--- src/rtl/netlist_bist_pkg.sv ---
// Shared types and constants for the netlist BIST controller.
// Holds the FSM state encoding and the LFSR/MISR polynomials.
package netlist_bist_pkg;

    typedef enum logic [1:0] {
        S_IDLE,
        S_RUN,
        S_DRAIN,
        S_DONE
    } state_t;

    localparam logic [7:0]  LFSR_POLY         = 8'hB8;
    localparam logic [15:0] MISR_POLY         = 16'h1021;
    localparam logic [7:0]  LFSR_DEFAULT_SEED = 8'h01;

    function automatic logic [7:0] lfsr_step(input logic [7:0] v);
        return v[0] ? ((v >> 1) ^ LFSR_POLY) : (v >> 1);
    endfunction

    function automatic logic [15:0] misr_step(
        input logic [15:0] s,
        input logic [1:0]  d
    );
        return (s << 1) ^ (s[15] ? MISR_POLY : 16'h0) ^ {14'b0, d};
    endfunction

endpackage

--- src/rtl/misr16.sv ---
// 16-bit multiple-input signature register compacting a 2-bit response.
// clr has priority over en; both are synchronous.
module misr16
    import netlist_bist_pkg::*;
(
    input  logic        clk,
    input  logic        rst_n,
    input  logic        clr,
    input  logic        en,
    input  logic [1:0]  d,
    output logic [15:0] sig
);

    logic [15:0] r_sig;

    always_ff @(posedge clk) begin
        if (!rst_n) begin
            r_sig <= '0;
        end else if (clr) begin
            r_sig <= '0;
        end else if (en) begin
            r_sig <= misr_step(r_sig, d);
        end
    end

    assign sig = r_sig;

endmodule

--- src/rtl/netlist_bist.sv ---
// BIST controller: LFSR stimulus into a pipelined netlist, MISR compaction
// of its response, and a golden-signature compare at the end of each run.
module netlist_bist
    import netlist_bist_pkg::*;
#(
    parameter int PAT_W   = 8,
    parameter int LATENCY = 2
) (
    input  logic             clk,
    input  logic             rst_n,
    input  logic             start,
    input  logic [PAT_W-1:0] num_patterns,
    input  logic [7:0]       seed,
    input  logic [15:0]      expected_sig,
    output logic [3:0]       stim,
    input  logic [1:0]       resp,
    output logic             busy,
    output logic             done,
    output logic [15:0]      signature,
    output logic             pass
);

    localparam logic [2:0] DRAIN_LAST = 3'(LATENCY - 1);

    state_t             r_state;
    state_t             w_next;
    logic [7:0]         r_lfsr;
    logic [PAT_W-1:0]   r_cnt;
    logic [LATENCY-1:0] r_vld;
    logic [2:0]         r_dcnt;
    logic               r_pass;

    logic w_accept;
    logic w_run;
    logic w_match;

    assign w_accept = (r_state == S_IDLE) && start;
    assign w_run    = (r_state == S_RUN);
    assign w_match  = (signature == expected_sig);

    always_comb begin
        w_next = r_state;
        case (r_state)
            S_IDLE: begin
                if (start) begin
                    w_next = (num_patterns == '0) ? S_DONE : S_RUN;
                end
            end
            S_RUN: begin
                if (r_cnt == PAT_W'(1)) begin
                    w_next = S_DRAIN;
                end
            end
            S_DRAIN: begin
                if (r_dcnt == '0) begin
                    w_next = S_DONE;
                end
            end
            S_DONE: begin
                w_next = S_IDLE;
            end
            default: begin
                w_next = S_IDLE;
            end
        endcase
    end

    always_ff @(posedge clk) begin
        if (!rst_n) begin
            r_state <= S_IDLE;
            r_lfsr  <= LFSR_DEFAULT_SEED;
            r_cnt   <= '0;
            r_vld   <= '0;
            r_dcnt  <= '0;
            r_pass  <= 1'b0;
        end else begin
            r_state  <= w_next;
            // Valid bit travels alongside each pattern through the netlist.
            r_vld[0] <= w_run;
            for (int i = 1; i < LATENCY; i++) begin
                r_vld[i] <= r_vld[i-1];
            end
            if (w_accept) begin
                r_lfsr <= (seed == 8'h00) ? LFSR_DEFAULT_SEED : seed;
                r_cnt  <= num_patterns;
                r_pass <= 1'b0;
            end else if (w_run) begin
                r_lfsr <= lfsr_step(r_lfsr);
                r_cnt  <= r_cnt - PAT_W'(1);
            end
            if (w_run && (w_next == S_DRAIN)) begin
                r_dcnt <= DRAIN_LAST;
            end else if (r_state == S_DRAIN) begin
                r_dcnt <= r_dcnt - 3'd1;
            end
            if (r_state == S_DONE) begin
                r_pass <= w_match;
            end
        end
    end

    misr16 u_misr (
        .clk   (clk),
        .rst_n (rst_n),
        .clr   (w_accept),
        .en    (r_vld[LATENCY-1]),
        .d     (resp),
        .sig   (signature)
    );

    assign stim = w_run ? r_lfsr[3:0] : 4'h0;
    assign busy = (r_state == S_RUN) || (r_state == S_DRAIN);
    assign done = (r_state == S_DONE);
    assign pass = (r_state == S_DONE) ? w_match : r_pass;

endmodule

--- config.mk ---
export PLATFORM = sky130hd
export DESIGN_NAME = netlist_bist
export DESIGN_NICKNAME = d
export VERILOG_FILES = /design/src/rtl/netlist_bist_pkg.sv /design/src/rtl/misr16.sv /design/src/rtl/netlist_bist.sv
export SDC_FILE = /design/constraint.sdc
export NUM_CORES = 1
export LEC_CHECK = 0
export ABC_CLOCK_PERIOD_IN_PS = 4500
export BUFFER_PORTS_ARGS = -buffer_cell sky130_fd_sc_hd__clkbuf_2
export CAP_MARGIN = 20
export CORE_ASPECT_RATIO = 0.75
export CORE_MARGIN = 1
export CORE_UTILIZATION = 55
export CTS_BUF_LIST = sky130_fd_sc_hd__clkbuf_8 sky130_fd_sc_hd__clkbuf_16
export CTS_CLUSTER_SIZE = 20
export DETAILED_ROUTE_END_ITERATION = 7
export GPL_TIMING_DRIVEN = 0
export PLACE_DENSITY = 0.84
export SLEW_MARGIN = 20
export SYNTH_ARGS = -nofsm -noshare
export SYNTH_HDL_FRONTEND = slang
export SYNTH_SLANG_ARGS = --single-unit
export TNS_END_PERCENT = 5
--- constraint.sdc ---
create_clock -name clk -period 4.5 [get_ports clk]
set_input_delay 0.9 -clock clk [delete_from_list [all_inputs] [get_ports clk]]
set_output_delay 0.9 -clock clk [all_outputs]
set_load 0.005 [all_outputs]
=== Yosys cells after proc, flatten, opt, wreduce, memory -nomap -nowiden ===
Cells that the tools add are included.

* Register bits after elaboration: 40
* Bits of input ports: 37
* Output and inout port bits: 23
* Logic and storage cells: 50

* Add/sub/neg operators: 2
* Equality and inequality tests: 6
* Muxes and demuxes: 18
* Bitwise gates (word level): 4
* Reductions and logical operators: 12

{| class="wikitable"
|+ Operator list
! operator !! number
|-
| 8-bit 2-to-1 mux || 6
|-
| 16-bit equality test || 1
|-
| 8-bit zero test || 2
|-
| 16-bit bitwise XOR || 1
|-
| 16-bit by 2-bit bitwise XOR with 16-bit output || 1
|-
| 13-bit 2-to-1 mux || 1
|-
| 8-bit by 1-bit equality test with 1-bit output (second input constant) || 1
|-
| 2-bit 2-to-1 mux || 4
|-
| 2-bit case mux with 4 select lines || 1
|-
| 8-bit by 1-bit subtractor with 8-bit output (second input constant) || 1
|-
| 2-bit equality test (second input constant) || 3
|-
| 2-bit nonzero test || 3
|-
| 1-bit 2-to-1 mux || 5
|-
| 4-bit 2-to-1 mux || 1
|-
| 3-bit NOT with 4-bit output || 1
|-
| 2-bit OR reduction || 2
|-
| 3-bit zero test || 1
|-
| 3-bit by 1-bit subtractor with 3-bit output (second input constant) || 1
|-
| 2-bit by 1-bit equality test with 1-bit output (second input constant) || 1
|-
| 1-bit logical AND || 2
|-
| 2-bit zero test || 1
|-
| 1-bit logical OR || 1
|-
| 1-bit NOT || 1
|}

=== Logic depth before layout (Yosys ltp) ===
Gate-level depths: netlist of run 1.

* Depth after elaboration: 7
* Mapped depth: 8
* Depth with buffers taken out: 7

=== Hierarchy ===
Synthesis of run 1 repeated with hierarchy kept, for this count alone.

* Cells, all modules: 236
* Area total of the unflattened synthesis: 2109.5 µm²

{| class="wikitable"
|+ By module, submodules not included
! module !! times used !! cells an instance !! area an instance (µm²) !! seq. area each (µm²)
|-
| netlist_bist || 1 || 179 || 1491.4 || 480.5
|-
| misr16 || 1 || 57 || 618.1 || 320.3
|}

=== Worst setup path before layout of run 1 ===
OpenSTA, ideal clock, no wires.

* Path type: input-to-output
* Start: input expected_sig[6]
* End: output pass
* Data arrival time: 1.556 ns
* Data required time: 3.600 ns
* Slack: 2.044 ns
* Stages on the path: 4
* Path buffers: 0
* Cells stage by stage: xor2_1 nor4_1 nand3_1 o22ai_1

* Longest elaborated chain between the ends: 2

{| class="wikitable"
|+ Ends and longest elaborated chain
! item !! line !! RTL
|-
| start, declared || netlist_bist.sv:14 || <nowiki>input logic [15:0] expected_sig,</nowiki>
|-
| 16-bit equality test || netlist_bist.sv:39 || <nowiki>assign w_match = (signature == expected_sig);</nowiki>
|-
| 1-bit 2-to-1 mux || netlist_bist.sv:114 || <nowiki>assign pass = (r_state == S_DONE) ? w_match : r_pass;</nowiki>
|-
| end, declared || netlist_bist.sv:20 || <nowiki>output logic pass</nowiki>
|}

No other way between the ends.

=== Worst setup path in the final report of run 1 ===
* Start: input expected_sig[5]
* End: output pass

The elaborated chain is that of the path after synthesis.

==> reports/qor.txt, run 1 <==
Status: finished, final reports clean
Slack of the worst reg-to-reg path: 2.56 ns
Hold EP: r_vld[1]
Area grow syn2layout: 23.4%
Reg2Reg Depth: 6
# clock sinks: 40
Fmax: 346 MHz
Synth area leaders: dfxtp_1 38%, nor2_1 6.8%, xor2_1 6.7%
DIE HEIGHT: 55.4 µm
Seq pwr share: 35.4%
TritonCTS buffer count: 5
Post-synth cell types: 37
RSZ-0062 raised after global routing: false
Tcrit/Tclk final: 64.2%
Leak Pwr: 1.08 nW
Hold_buf cts: 0
RR Endpoint: r_cnt[3]
Worst endpoint data arrival time: 1.99 ns
Clk Latency, worst-skew pair: 0.29 ns
Total grt overflow: 0
Hold Startpoint: r_vld[0]
CTS tree: yes
Port Buffers: 59
Layout cells sized above 1: 24.8%
Worst-path maximum fanout: 2
Max Cap Viol: 0
First-pass GRT wire length: 7960 µm
Primary FF master, synth: dfxtp_1
Syn_area_per_cell: 8.86 µm²
Cells after synthesis: 236
Post-CTS setup buffer count: 0
CTS clk-pin slew, worst paths: 0.08 ns
Leading area contributor after synthesis: dfxtp_1
Relative slew margins: 56.8%
# DRC: 0
# diodes: 0
Avg Vias per Cell: 5.30
Via count: 1877
Die width: 73.2 µm
Clock Skew: 0.00357 ns
Number of global-route vias before repair: 1748
Final hold viol count: 0
Seq cells post-synth: 40
Hold depth: 1
Post-DRT Antenna Nets: 0
Final GP Congestion: 0.865
Combinational power share: 40.9%
Initial core utilization: 57.5%
Reg2Reg Launch Point: r_state[1]
Sequential-to-total area share from yosys stat: 38.3%
Detailed Routing Iterations Pass 1: 4
Clock power frac: 23.7%
Final min period: 2.89 ns
CTS max path bufs: 2
Mapped Nets: 283
DR WL/cell: 13.1 µm
Num rows: 19
DRT iter0 DRCs: 111
Actual slew at the worst max-slew pin: 0.648 ns
Core Area: 3640 µm²
Crit path capture type: output port
Root Buffer: clkbuf_8
CP startpoint kind: primary input
Asr flop ratio synth: 0%
NetSw: 528 µW
Syn Std Cell Area: 2090 µm²
Switching Fraction: 36.7%
H-tree levels: 2
NumNets Final: 349
Largest net degree at the start of global routing: 13
Worst Setup Path Type: in -> out
Final Max Tran Viols: 0
Top-area cell type share of the netlist area: 38.3%
Req. time, crit path: 3.60 ns
Final setup fails: 0
Maximum VDD drop: 0.406 mV
Syn. warnings: 0
Hold Path Class: reg -> reg
Pwr Density: 557 nW/µm²
Post-route setup TNS: 0 ns
Fin area: 2580 µm²
Design Power: 1.44 mW
HPWL after detailed placement: 3500 µm
I/O pins: 60
GRT Overall Usage: 25.3%
Post-synth EDFFs: 0
Final WL: 4640 µm
Die area: 4060 µm²
# resized after CTS: 0
Cell internal pwr: 911 µW
Area post-placement: 2450 µm²
Initial antenna violation count: 0
==> worst max-delay path, cell delays in order <==
cell and delay, ns:
clkbuf_2 0.09, xor2_1 0.13, nor4_1 0.40, nand3_1 0.18, o22ai_1 0.15, clkbuf_2 0.14
==> cells by family after synthesis <==
family	count (synthesis)	synth area share (%)
adder cells (fa/ha/maj)	10	5.98
buffers and inverters	22	4.13
flip-flops	40	38.3
multiplexers	14	6.76
AO/OA/AOI/OAI	46	14.7
XOR/XNOR	29	12.1
AND/OR/NAND/NOR	75	18.1
==> per-stage QoR <==
stage | cells | util [%] | setup WS, ns | hold WS (ns)
detailed placement | 347 | 67.4 | 1.65 | 0.427
CTS | 354 | 71.0 | 1.65 | 0.445
global route | 354 | 71.0 | 1.58 | 0.458
floorplan | 236 | - | 2.04 | 0.412
global placement | 347 | 67.4 | 1.66 | 0.417
finish | 354 | 71.0 | 1.61 | 0.447
==> how the worst max path moves through the flow <==
stage,depth (start not counted),to,slack [ns],startpoint
after floorplan,4,pass,2.04,expected_sig[6]
after global placement,6,pass,1.66,expected_sig[5]
after detailed placement,6,pass,1.65,expected_sig[5]
after CTS,6,pass,1.65,expected_sig[5]
after global routing,6,pass,1.58,expected_sig[6]
final,6,pass,1.61,expected_sig[5]
==> power groups by stage <==
| stage | Clock (mW) | Combinational (mW) | Sequential [mW] |
|---|---|---|---|
| after CTS | 0.343 | 0.583 | 0.507 |
| after global routing | 0.358 | 0.661 | 0.522 |
| after floorplan | 0 | 0.441 | 0.498 |
| after global placement | 0 | 0.561 | 0.513 |
| after detailed placement | 0 | 0.573 | 0.516 |
| final | 0.341 | 0.588 | 0.509 |
==> synthesized netlist by cell type (2+ instances only) <==
library cell	instances
nand4_1	2
o22ai_1	3
clkbuf_1	10
nor4_1	4
and3_1	2
o31ai_1	2
nand2b_1	2
a211oi_1	14
o21ai_0	8
or4_1	2
xnor2_1	13
nand3_1	2
dfxtp_1	40
xor2_1	16
a311oi_1	2
nor2_1	38
nand2_1	6
or3_1	2
mux2i_1	13
nor3_1	3
inv_1	10
and2_1	6
a21oi_1	13
ha_1	10
==> cell usage in the layout, fill, tap and decap left out, drive strengths merged <==
cell / synthesis / layout
xnor2: 13 / 13
a311oi: 2 / 2
or3b: 2 / 2
nand2b: 2 / 2
o311ai: 1 / 1
o22ai: 3 / 3
buf: 2 / 2
nor4: 5 / 5
clkbuf: 10 / 74
and2: 6 / 6
or3: 2 / 2
xor2: 16 / 16
a21oi: 13 / 13
o21ai: 8 / 8
or4: 4 / 4
nor3: 4 / 4
nand2: 6 / 6
mux2i: 13 / 13
mux2: 1 / 1
a211oi: 15 / 15
and3: 2 / 2
inv: 10 / 10
nand4: 2 / 2
nor2: 38 / 38
ha: 10 / 10
o31a: 1 / 1
dfxtp: 40 / 40
o211ai: 1 / 1
nand3: 2 / 2
o31ai: 2 / 2
bufinv: 0 / 2
==> cell type report <==
cell class | instances | area, µm²
buffer | 12 | 48.8
sequential | 40 | 801
timing repair buffer | 59 | 295
tap | 52 | 65.1
multi-input combinational | 174 | 1200
fill | 296 | 1060
clock buffer | 5 | 68.8
clock inverter | 2 | 60.1
inverter | 10 | 37.5
==> routing by layer <==
layer	vias up	share of wire (%)	global-route usage [%]
li1	953	-	-
met1	866	49	36.2
met2	53	44	37.6
met3	5	5.8	5.29
met4	0	0.99	8.96
met5	-	0	0
==> flip-flops by register name, indices dropped and copies added, names as in the netlist <==
signal,cells
u_misr.sig,16
r_cnt,8
r_lfsr,8
r_dcnt,3
r_state,2
r_vld,2
r_pass,1
(Power assumes the default switching activity.)
==> run 2: changes to the inputs <==
ABC_AREA = 1   (was not set)
ABC_CLOCK_PERIOD_IN_PS = 2900   (was 4500)
CORE_UTILIZATION = 52   (was 55)
PLACE_DENSITY = 0.79   (was 0.84)
clock period = 2.9 ns   (was 4.5 ns; I/O delays follow)
==> reports/qor.txt, run 2 <==
Switching Fraction: 42.1%
DRT iter0 DRCs: 90
Avg Vias per Cell: 4.92
Final WL: 5050 µm
Max stage delay on crit path: 0.45 ns
CP bufs+invs: 2
Commonest cells post-synth: 95 x nand2_1, 40 x dfxtp_1, 37 x nor2_1, 31 x inv_1, 16 x o21ai_0
Synth area leaders: dfxtp_1 36%, nand2_1 16%, nor2_1 6.3%
# clock sinks: 40
Number of global-route vias before repair: 1873
Max reg flops: 16
First-pass GRT wire length: 8480 µm
CTS tree: yes
Area post-placement: 2580 µm²
Top-area cell type share of the netlist area: 36.1%
Cell internal pwr: 1.22 mW
# resized after CTS: 0
Via count: 2191
Seq pwr share: 37.0%
Final hold viol count: 0
NetSw: 887 µW
Post-synth cell types: 32
Mapped Nets: 371
Status: finished, final reports clean
Fmax: 456 MHz
Maximum VDD drop: 0.590 mV
HPWL after detailed placement: 3930 µm
CTS clk-pin slew, worst paths: 0.08 ns
CP startpoint kind: register
Die area: 4530 µm²
# diodes: 0
DIE HEIGHT: 58.6 µm
Initial antenna violation count: 0
Multi-input gate area: 1210 µm²
Seq cells post-synth: 40
Syn_area_per_cell: 6.84 µm²
Max Cap Viol: 0
RSZ-0062 raised after global routing: false
Port Buffers: 59
Leading area contributor after synthesis: dfxtp_1
Primary FF master, synth: dfxtp_1
CP top delay family: simple AND/OR/NAND/NOR gates
Slowest-stage cell, CP: dfxtp_1
Clk Latency, worst-skew pair: 0.29 ns
Clock power frac: 16.3%
Asr flop ratio synth: 0%
Req. time, crit path: 2.32 ns
Register Area: 801 µm²
Initial core utilization: 54.4%
Crit path capture type: output port
Layout cells sized above 1: 22.3%
Actual slew at the worst max-slew pin: 0.534 ns
Final GP Congestion: 0.878
TritonCTS buffer count: 5
Critical path, cell by cell: ha_1, inv_1, nor2_1, nand3_1, nor2_1, nand3_1, nand2_1, clkbuf_2
Core Area: 4080 µm²
Commonest non-fill, non-tap cells in the layout: 95 x nand2_1, 59 x clkbuf_2, 40 x dfxtp_1
Area grow syn2layout: 19.9%
Clock Skew: 0.00809 ns
Post-CTS setup buffer count: 0
Combinational power share: 46.8%
Pwr Density: 793 nW/µm²
Worst-path maximum fanout: 6
Most common cell after layout, fill and taps aside: nand2_1
I/O pins: 60
Syn. warnings: 0
Worst endpoint data arrival time: 1.61 ns
Fin area: 2660 µm²
H-tree levels: 2
Cells after synthesis: 324
Leak Pwr: 1.30 nW
Final setup fails: 0
Tcrit/Tclk final: 75.7%
Post-DRT Antenna Nets: 0
Cell with the most instances after synthesis: nand2_1
DR WL/cell: 11.3 µm
NumNets Final: 437
Post-route setup TNS: 0 ns
# DRC: 0
Die width: 77.4 µm
CTS max path bufs: 2
Detailed Routing Iterations Pass 1: 4
Total grt overflow: 0
Final min period: 2.19 ns
# fillers: 380
Num rows: 20
GRT Overall Usage: 23.9%
Hold_buf cts: 0
Relative slew margins: 64.4%
Worst Setup Path Type: reg -> out
Final Max Tran Viols: 0
Largest net degree at the start of global routing: 12
Hold Path Class: reg -> reg
Syn Std Cell Area: 2220 µm²
Sequential-to-total area share from yosys stat: 36.1%
Post-synth EDFFs: 0
Root Buffer: clkbuf_8
-- run 2: cell count changes in the layout (fill, tap and decap cells not counted), moves of 5 or more --
cell / change
o21ai_0: +8
inv_1: +22
xor2_1: -5
and2_1: -5
mux2i_1: -13
nand3_1: +5
a31oi_1: +11
nand2_1: +89
clkbuf_1: -6
a211oi_1: -14
-- run 2: tightest hold or removal path: cells and delay by family (launching register included) --
kind,cells,cell delay (ns)
flip-flops,1,0.31
AND/OR/NAND/NOR,1,0.05
buffers and inverters,1,0.04
-- run 2: per-stage QoR --
stage	std cells	hold WS, ns	power (mW)	setup WS (ns)	util, %
final	445	0.416	2.11	0.705	65.2
after global routing	445	0.438	2.31	0.594	65.2
after CTS	445	0.418	2.12	0.715	65.2
after global placement	438	0.395	1.74	0.947	63.3
after detailed placement	438	0.400	1.77	0.953	63.3
after floorplan	324	0.390	1.53	1.22	-
-- run 2: final timing paths --
| path | start | end | slack (ns) | cells after the start |
|---|---|---|---|---|
| worst max-delay path | r_state[0] | pass | 0.71 | 8 |
| worst max register to register | r_state[0] | u_misr.sig[15] | 1.23 | 7 |
| worst min-delay path | r_vld[0] | r_vld[1] | 0.42 | 2 |
| worst min register to register | r_vld[0] | r_vld[1] | 0.42 | 2 |
-- run 2: area by class of cell --
cell class | count | share of cell area, %
multi-input cells | 234 | 45.5
flip-flops and latches | 40 | 30.1
repair buffers | 59 | 11.1
inverters | 39 | 5.65
clock buffers | 5 | 2.59
well taps | 55 | 2.59
plain buffers | 11 | 2.16
clock inverters | 2 | 0.329
-- run 2: logic make-up (layout without fill, tap and decap cells) --
group	Yosys count	count (layout)	share of synthesized area (%)
compound gates	53	53	13.7
fa+ha+maj	10	10	5.64
buf+inv	50	116	9.37
flops	40	40	36.1
xor+xnor	20	20	7.90
simple gates	151	151	27.3
-- run 2: per-layer routing --
| metal | global-route usage (%) | part of all wire (%) | up-vias |
|---|---|---|---|
| li1 | - | - | 1150 |
| met1 | 35.1 | 51 | 983 |
| met2 | 35.9 | 43 | 54 |
| met3 | 5.74 | 5.5 | 4 |
| met4 | 4.58 | 0.53 | 0 |
| met5 | 0 | 0 | - |
-- run 2: power by group through the flow --
stage	Sequential, mW	Combinational, mW	Clock, mW
floorplan	0.765	0.762	0
global placement	0.785	0.952	0
detailed placement	0.788	0.979	0
CTS	0.777	0.986	0.356
global route	0.794	1.14	0.376
finish	0.780	0.987	0.343
==> run 3: changes to the inputs <==
ABC_AREA = 0   (was 1)
ABC_CLOCK_PERIOD_IN_PS = 2120   (was 2900)
CORE_UTILIZATION = 51   (was 52)
clock period = 2.12 ns   (was 2.9 ns; I/O delays follow)
==> reports/qor.txt, run 3 (synthesis gave the netlist of run 1 again) <==
Status: finished, final reports clean
Actual slew at the worst max-slew pin: 0.690 ns
Cell Count, Final, Fillers Out: 354
Max Cap Viol: 0
# diodes: 0
Final GP Congestion: 0.881
DIE HEIGHT: 57.5 µm
Largest net degree at the start of global routing: 13
Final hold viol count: 0
Maximum VDD drop: 0.605 mV
Die area: 4360 µm²
Root Buffer: clkbuf_8
DRT iter0 DRCs: 85
Avg Vias per Cell: 5.26
CTS tree: yes
First-pass GRT wire length: 7910 µm
Pwr Density: 1140 nW/µm²
Req. time, crit path: 1.70 ns
Port Buffers: 59
CTS max path bufs: 2
NumNets Final: 348
Area grow syn2layout: 22.5%
Worst-path maximum fanout: 6
Final Max Tran Viols: 0
Most common cell after layout, fill and taps aside: clkbuf_2
Inst Count DP: 347
CP startpoint kind: register
Clock Skew: 0.00461 ns
# clock sinks: 40
Initial core utilization: 55.3%
GRT Overall Usage: 22.6%
DR WL/cell: 13.4 µm
Number of global-route vias before repair: 1692
Worst Setup Path Type: reg -> out
Setup WS post-layout: 0.125 ns
Detailed Routing Iterations Pass 1: 4
Pre-CTS setup slack: 0.159 ns
HPWL after detailed placement: 3670 µm
Core Area: 3780 µm²
Crit path capture type: output port
# DRC: 0
Final setup fails: 0
Initial antenna violation count: 0
TritonCTS buffer count: 5
Num rows: 19
Via count: 1862
CTS clk-pin slew, worst paths: 0.07 ns
Layout cells sized above 1: 25.5%
RSZ-0062 raised after global routing: false
Max reg flops: 16
Tcrit/Tclk final: 94.1%
I/O pins: 60
Worst endpoint data arrival time: 1.57 ns
Design Power: 2.93 mW
Post-route setup TNS: 0 ns
Final min period: 1.99 ns
Die width: 76.0 µm
H-tree levels: 2
Post-CTS setup buffer count: 0
Fmax: 501 MHz
Hold Path Class: in -> reg
Commonest non-fill, non-tap cells in the layout: 59 x clkbuf_2, 39 x dfxtp_1, 38 x nor2_1
Clk Latency, worst-skew pair: 0.28 ns
Final WL: 4760 µm
Relative slew margins: 54.0%
Total grt overflow: 0
Post-DRT Antenna Nets: 0
Leak Pwr: 1.08 nW
## run 3: cell types whose count changed in the layout (fill, tap and decap cells not counted), moves of 5 or more
cell / change
a211oi_1: +14
a31oi_1: -11
and2_1: +5
clkbuf_1: +5
inv_1: -21
mux2i_1: +13
nand2_1: -89
nand3_1: -5
o21ai_0: -8
xor2_1: +5
## run 3: path summary, 6_finish.rpt
kind                    from       end  cells past startpoint  slack, ns
max           u_misr.sig[15]      pass                      5       0.13
min          num_patterns[1]  r_cnt[1]                      3       0.38
max reg2reg       r_state[1]  r_cnt[3]                      6       0.18
min reg2reg         r_vld[0]  r_vld[1]                      1       0.45
## run 3: cell type report
type | instances | area, µm²
Fill cell | 311 | 1220
Multi-Input combinational cell | 174 | 1210
Sequential cell | 40 | 802
Timing Repair Buffer | 59 | 295
Clock buffer | 5 | 68.8
Tap cell | 52 | 65.1
Buffer | 11 | 45.0
Clock inverter | 3 | 38.8
Inverter | 10 | 37.5
## run 3: critical path, cell delays in order (launching register included)
cell,delay (ns)
dfxtp_2,0.37
xor2_1,0.19
nor4_2,0.32
nand3_1,0.15
o22ai_1,0.13
clkbuf_2,0.14
## run 3: per-layer routing
layer  vias to the layer above  wire length [µm]  GRT usage, %
li1                        952                 -             -
met1                       866              2510          33.1
met2                        42              2020          33.6
met3                         2               215          5.12
met4                         0                18          6.04
met5                         -                 0             0
## run 3: per-stage QoR
| stage | cell area (µm²) | hold slack, ns | util (%) |
|---|---|---|---|
| final | 2560 | 0.379 | 67.8 |
| after CTS | 2560 | 0.374 | 67.7 |
| after floorplan | 2090 | 0.412 | - |
| after global routing | 2560 | 0.397 | 67.8 |
| after global placement | 2450 | 0.417 | 64.9 |
| after detailed placement | 2450 | 0.427 | 64.9 |
## run 3: where the power goes
part           leakage, nW  total (mW)  switching (mW)  internal [mW]
clock network       0.0593       0.599           0.254          0.345
logic                0.692        1.24           0.693          0.549
registers            0.328        1.09           0.166          0.922
## run 3: timing repair
action / 4_1_cts / 5_1_grt
endpoints found under the setup margin: 1 / 1
hold endpoints to repair: 0 / 0
hold buffers: 0 / 0
resized for setup: 1 / 1
